## src/rtl/write8to32.sv

```systemverilog
// ============================================================================
// Module   : write8to32
// Purpose  : Packs an 8-bit byte stream little-endian into 32-bit words and
//            emits one (address, data) pair per word, starting at a captured
//            base address, for a captured number of words.
// Revision : 1.0 - initial release
// ============================================================================
`default_nettype none

module write8to32 (
  input  logic               _clock,
  input  logic               _reset_n,
  input  logic signed [31:0] base,
  input  logic signed [31:0] count,
  input  logic               _start,
  input  logic        [7:0]  in_data,
  input  logic               in_valid,
  output logic               in_ready,
  input  logic               _ready,
  output logic               _valid,
  output logic               _done,
  output logic signed [31:0] _out0,
  output logic signed [31:0] _out1
);

  typedef enum logic [1:0] {
    ST_IDLE = 2'd0,
    ST_FILL = 2'd1,
    ST_EMIT = 2'd2
  } state_t;

  state_t      r_state;
  logic [1:0]  r_byte_idx;
  logic [31:0] r_word_idx;
  // Only the three low lanes need storage; the top lane comes straight
  // from in_data on the edge that completes the word.
  logic [23:0] r_acc;
  logic [31:0] r_base;
  logic [31:0] r_count;

  logic        w_accept;
  logic        w_count_pos;
  logic        w_last_word;
  logic [31:0] w_addr;
  logic [31:0] w_word;

  // A fresh _start takes the cycle, so no byte is consumed alongside it.
  assign in_ready    = (r_state == ST_FILL) && !_start;
  assign w_accept    = in_valid && in_ready;
  assign w_count_pos = (count > 32'sd0);
  assign w_last_word = (r_word_idx == (r_count - 32'd1));
  // Address wraps modulo 2^32 by plain 32-bit addition.
  assign w_addr      = r_base + (r_word_idx << 2);
  assign w_word      = {in_data, r_acc};

  // Transfer control, byte packing and registered output stage.
  always_ff @(posedge _clock or negedge _reset_n) begin
    if (!_reset_n) begin
      r_state    <= ST_IDLE;
      r_byte_idx <= 2'd0;
      r_word_idx <= 32'd0;
      r_acc      <= 24'd0;
      r_base     <= 32'd0;
      r_count    <= 32'd0;
      _valid     <= 1'b0;
      _done      <= 1'b0;
      _out0      <= 32'sd0;
      _out1      <= 32'sd0;
    end else if (_start) begin
      // New transfer wins over anything in flight; partial data is dropped.
      r_base     <= base;
      r_count    <= count;
      r_byte_idx <= 2'd0;
      r_word_idx <= 32'd0;
      r_acc      <= 24'd0;
      _valid     <= 1'b0;
      if (w_count_pos) begin
        r_state <= ST_FILL;
        _done   <= 1'b0;
      end else begin
        // Empty transfer: one-cycle completion marker, no data.
        r_state <= ST_IDLE;
        _done   <= 1'b1;
      end
    end else begin
      case (r_state)
        ST_IDLE: begin
          _valid <= 1'b0;
          _done  <= 1'b0;
        end
        ST_FILL: begin
          if (w_accept) begin
            if (r_byte_idx == 2'd3) begin
              _out1      <= w_word;
              _out0      <= w_addr;
              _valid     <= 1'b1;
              _done      <= w_last_word;
              r_byte_idx <= 2'd0;
              r_acc      <= 24'd0;
              r_state    <= ST_EMIT;
            end else begin
              case (r_byte_idx)
                2'd0:    r_acc[7:0]   <= in_data;
                2'd1:    r_acc[15:8]  <= in_data;
                default: r_acc[23:16] <= in_data;
              endcase
              r_byte_idx <= r_byte_idx + 2'd1;
            end
          end
        end
        ST_EMIT: begin
          // Output held stable until the downstream handshake.
          if (_valid && _ready) begin
            _valid <= 1'b0;
            _done  <= 1'b0;
            if (w_last_word) begin
              r_state <= ST_IDLE;
            end else begin
              r_word_idx <= r_word_idx + 32'd1;
              r_state    <= ST_FILL;
            end
          end
        end
        default: begin
          r_state <= ST_IDLE;
          _valid  <= 1'b0;
          _done   <= 1'b0;
        end
      endcase
    end
  end

endmodule

`default_nettype wire

```

## config.mk

```make
export PLATFORM = sky130hd
export DESIGN_NAME = write8to32
export DESIGN_NICKNAME = d
export VERILOG_FILES = /design/src/rtl/write8to32.sv
export SDC_FILE = /design/constraint.sdc
export NUM_CORES = 1
export LEC_CHECK = 0
export BUFFER_PORTS_ARGS = -buffer_cell sky130_fd_sc_hd__buf_2
export CAP_MARGIN = 20
export CORE_UTILIZATION = 40
export DETAILED_ROUTE_END_ITERATION = 8
export PLACE_DENSITY = 0.66
export SLEW_MARGIN = 20
export SYNTH_ARGS = -nofsm -noshare
export SYNTH_HDL_FRONTEND = slang
export SYNTH_SLANG_ARGS = --single-unit
```

## constraint.sdc

```tcl
create_clock -name _clock -period 7.99 [get_ports _clock]
set_clock_uncertainty 0.05 [all_clocks]
set_input_delay 0.799 -clock _clock [delete_from_list [all_inputs] [get_ports _clock]]
set_output_delay 0.799 -clock _clock [all_outputs]
set_load 0.05 [all_outputs]
```

### Word level (Yosys, flattened, before mapping)

Cells that the tools add are included.

| operators by class | value |
|---|---|
| add/subtract/negate cells | 4 |
| order comparisons | 1 |
| equality and inequality tests | 11 |
| muxes and demuxes | 32 |
| bitwise logic cells | 1 |
| reductions and logical operators | 21 |

Operator list:

| cell | count |
|---|---|
| 32-bit two-way mux | 4 |
| 24-bit two-way mux | 4 |
| 32-bit by 1-bit adder with 32-bit output (second input constant) | 1 |
| 32-bit adder | 1 |
| 32-bit equality test | 1 |
| 32-bit by 1-bit greater-than comparator with 1-bit output (second input constant) | 1 |
| 32-bit by 1-bit subtractor with 32-bit output (second input constant) | 1 |
| 8-bit two-way mux | 3 |
| 2-bit two-way mux | 8 |
| 3-bit AND reduction | 5 |
| 1-bit two-way mux | 10 |
| 4-bit AND reduction | 2 |
| 2-bit nonzero test | 4 |
| 3-bit != test (second input constant) | 2 |
| 2-bit case mux with 3 select lines | 1 |
| 3-bit nonzero test | 2 |
| 2-bit by 1-bit equality test with 1-bit output (second input constant) | 2 |
| 2-bit equality test (second input constant) | 2 |
| 2-bit zero test | 2 |
| 2-bit != test (second input constant) | 2 |
| 1-bit case mux with 2 select lines | 2 |
| 1-bit logical AND | 3 |
| 3-bit by 1-bit != test with 1-bit output (second input constant) | 1 |
| 3-bit by 2-bit != test with 1-bit output (second input constant) | 1 |
| other kinds (5) | 5 |

| word-level totals | value |
|---|---|
| flip-flop bits (word level) | 190 |
| bits of input ports | 77 |
| output and inout port bits | 67 |
| word-level logic and storage cells | 82 |

### Depth between registers and ports, before layout

| depth | value |
|---|---|
| depth in word-level cells | 7 |
| mapped depth | 13 |
| depth with buffers taken out | 12 |

### Worst setup path before layout

No wires, ideal clock.

| path | value |
|---|---|
| path type | reg-to-reg |
| from | register r_count[5] |
| to | register r_word_idx[27] |
| library setup time | 128 ps |
| arrival time | 3334 ps |
| required time | 7812 ps |
| setup slack | 4479 ps |
| cell stages (with the launch flop) | 12 |
| path buffers | 2 |
| clock period less this slack | 3511 ps |
| cell sequence | dfrtp_1 buf_6 or4_4 or4_1 buf_4 nor3_1 xnor2_1 o211ai_1 or4_4 nor3_4 nor4_2 mux2_1 |

| on the way | value |
|---|---|
| longest elaborated chain between the ends | 4 |

RTL lines:

| element | line | text |
|---|---|---|
| start: declaration | 39 | `logic [31:0] r_count;` |
| start signal: assignment | 72 | `r_count <= count;` |
| 32-bit by 1-bit subtractor with 32-bit output | 51 | `assign w_last_word = (r_word_idx == (r_count - 32'd1));` |
| 32-bit equality test | 51 |  |
| 2-bit != test (no line) | n/a |  |
| 3-bit AND reduction (no line) | n/a |  |
| end signal: assignment | 119 | `r_word_idx <= r_word_idx + 32'd1;` |
| end: declaration | 34 | `logic [31:0] r_word_idx;` |

Every way passes these cells.
A chain may end at the register's enable or synchronous reset.

### Worst setup path after layout

| path | value |
|---|---|
| from | register r_count[0] |
| to | register r_word_idx[9] |

The elaborated chain is that of the path after synthesis.

==> results.txt <==
CORE AREA - 25250 um^2
Cells after Synth - 996
Worst Setup EP - r_word_idx[9]$_DFFE_PN0P_
Seq/Total Area, Yosys - 46.11%
maximum vdd ir drop - 151.6 uV
RSZ-0062 raised after global routing - false
leading area contributor after synthesis - dfrtp_1
RR Startpoint - r_count[0]$_DFFE_PN0P_
Slew HR - 33.28%
Cell Area, Synth - 10310 um^2
Setup Buffers After CTS - 0
antenna violations before repair - 0
largest net degree at the start of global routing - 91
post-synthesis average cell area - 10.35 um^2
Detailed Place HPWL - 17890 um
htree depth - 4
total die area - 26420 um^2
antenna cell count - 0
worst setup path class - reg2reg
Core Util, Final - 47.34%
cell row count - 58
Most used DFF post-synth - dfrtp_1
I/O pin count - 144
Tightest Hold Check Type - in2async
number of buffers created by CTS - 17
Critical Path End Type - flop
input/output buffers - 143
Final WS setup - 3.722 ns
Worst Tran Pin Value - 1.001 ns
Tot GR Track Use - 19.25%
Hold Vio Cnt, Final - 0
clock slew seen by the registers of the worst setup and hold paths - 0.09 ns
clock buffer depth - 2
Max Fclk - 0.2343 GHz
syn_nets - 1108
Initial Util - 40.83%
Via-to-Cell Ratio - 5.484
outcome - finished, final reports clean
max-cap viol count - 0
unique cell type count in the Yosys netlist - 70
Psw - 681.3 uW
hold_ws - 0.2894 ns
WL final - 24590 um
Startpoint Class - flop
hold buffer count at cts - 0
first-pass iteration count of the detailed router - 5
Worst Path Required - 8.26 ns
P_int - 1596 uW
TNS Setup - 0 ns
Reg-to-Reg End - r_word_idx[9]$_DFFE_PN0P_
Slew Limit Fails - 0
Fillers - 2414
grt ovf - 0
largest cells by area after synthesis - dfrtp_1 (46%), mux2_2 (11%), nand2_1 (4.3%), ha_1 (4.1%), o21ai_0 (3.6%)
Pleak - 0.005543 uW
Skew-Pair Late Insertion Delay - 0.45 ns
Initial DRC Count - 649
final period utilization - 53.42%
CP max FO - 31
CP startpoint - r_count[0]$_DFFE_PN0P_
Die W - 162.6 um
Placed Instances - 1427
synth cell count leaders - dfrtp_1 (190), nand2_1 (118), mux2_2 (97), o21ai_0 (75), nor2_1 (39)
worst path arrival time - 4.54 ns
Clk pwr share - 40.0%
Finished Layout Cells - 1460
R2R cell count - 12
top cell type's share of synthesized area - 46.11%
Synth Register Bits - 190
number of synthesized flops with an enable pin - 0
Flop pwr share - 47.1%
Comb pwr share - 13.0%
WL/cell - 16.85 um
count leader, synth - dfrtp_1
PwrDens - 190.5 nW/um^2
DRC Markers - 0
area delta synth->final - 15.96%
flop-to-flop setup slack - 3.72 ns
via count - 8006
Ys Warns - 0
Root Buffer - clkbuf_16
first-pass GRT wire length - 40190 um
nets - 1229
number of global-route vias before repair - 7722
CTS tree - yes
Chip Height - 162.6 um
GPL Wtd Cong - 0.8862
pre-CTS setup slack - 3.545 ns
sw frac - 29.91%
Period minus WS final - 4.268 ns
final setup fails - 0
FFs w/ async S/R, synth - 100.0%
Post-CTS Resized - 0
TritonCTS Sinks - 190
fraction of layout cells with a size suffix above 1 - 26.64%
DRT antenna net count - 0
cells by family (layout without fill, tap and decap cells):
logic type	count (synthesis)	in the layout	synth area share, %
compound gates	213	213	13.46
flops	190	190	46.11
mux	101	101	10.99
xor+xnor	69	69	5.934
simple gates	321	321	16.33
fa+ha+maj	35	35	4.320
buf+inv	67	201	2.851
power by group through the flow:
stage / Sequential, uW / Combinational (uW) / Clock, uW
floorplan: 1110 / 173 / 0
global placement: 1090 / 293 / 0
finish: 1070 / 295 / 911
detailed placement: 1090 / 296 / 0
CTS: 1070 / 298 / 925
global route: 1080 / 328 / 964
through the flow:
| stage | total power (uW) | cell area (um^2) |
|---|---|---|
| 6_report | 2277 | 11960 |
| 2_1_floorplan | 1282 | 10310 |
| 3_5_place_dp | 1386 | 11280 |
| 4_1_cts | 2294 | 11930 |
| 5_1_grt | 2372 | 11960 |
| 3_3_place_gp | 1381 | 11280 |
layer usage:
metal / wire length (um) / vias to the layer above / global-route usage, % / share of wire (%)
li1: - / 3903 / - / -
met1: 11970 / 3883 / 26.84 / 49
met2: 11280 / 185 / 30.73 / 46
met3: 875 / 35 / 2.928 / 3.6
met4: 466 / 0 / 6.075 / 1.9
met5: 0 / - / 0 / 0
how the worst min path moves through the flow:
stage	from	cells after the start	end	slack, ns
final	_reset_n	1	_out1[28]$_DFFE_PN0P_	0.29
after global placement	_out0[15]$_DFFE_PN0P_	2	_out0[15]$_DFFE_PN0P_	0.41
after floorplan	r_acc[0]$_DFFE_PN0P_	2	r_acc[0]$_DFFE_PN0P_	0.40
after detailed placement	_out0[11]$_DFFE_PN0P_	2	_out0[11]$_DFFE_PN0P_	0.41
after CTS	_reset_n	1	_out1[28]$_DFFE_PN0P_	0.32
after global routing	_reset_n	1	_out1[28]$_DFFE_PN0P_	0.33
area by class of cell:
cell class                 instances  area [um^2]  share of cell area, %
multi-input combinational        739         5279                  44.15
clock buffer                      17        425.4                  3.558
tap                              330        412.9                  3.453
inverter                          20        75.07                 0.6279
clock inverter                    15        217.7                  1.821
sequential                       190         4755                  39.77
timing repair buffer             149        792.0                  6.624
worst max-delay path, cell delays in order (launching register included):
cell and delay, ns:
dfrtp_1 0.41, inv_1 0.09, ha_1 0.20, nor4b_2 0.50, nor3b_1 0.43, nand3_1 0.23
or3_1 0.36, xnor2_1 0.13, or4_4 0.56, o21ai_4 0.63, buf_16 0.23, a21oi_1 0.08
o221a_1 0.23
sequential cells by signal, summed over array words and instances (netlist names):
signal,count
_out0,32
_out1,32
r_base,32
r_count,32
r_word_idx,32
r_acc,24
r_byte_idx,2
r_state,2
_done,1
_valid,1
cells in the final DEF, fill, tap and decap left out, types with 13 or more instances in the layout:
cell / netlist / final
mux2_2: 97 / 97
xor2_1: 31 / 31
nor2_1: 39 / 39
or4_1: 29 / 29
a21oi_1: 36 / 35
clkbuf_16: 0 / 17
dfrtp_1: 190 / 190
nor3_1: 13 / 13
a21o_1: 13 / 13
inv_1: 20 / 20
xnor2_1: 37 / 37
nand4_1: 23 / 23
nor4_1: 16 / 16
nand2_1: 118 / 118
o21ai_0: 75 / 75
nand3_1: 14 / 13
ha_1: 34 / 34
o211ai_1: 21 / 21
buf_2: 1 / 141
Note: power is estimated with default switching activity, not from simulation.
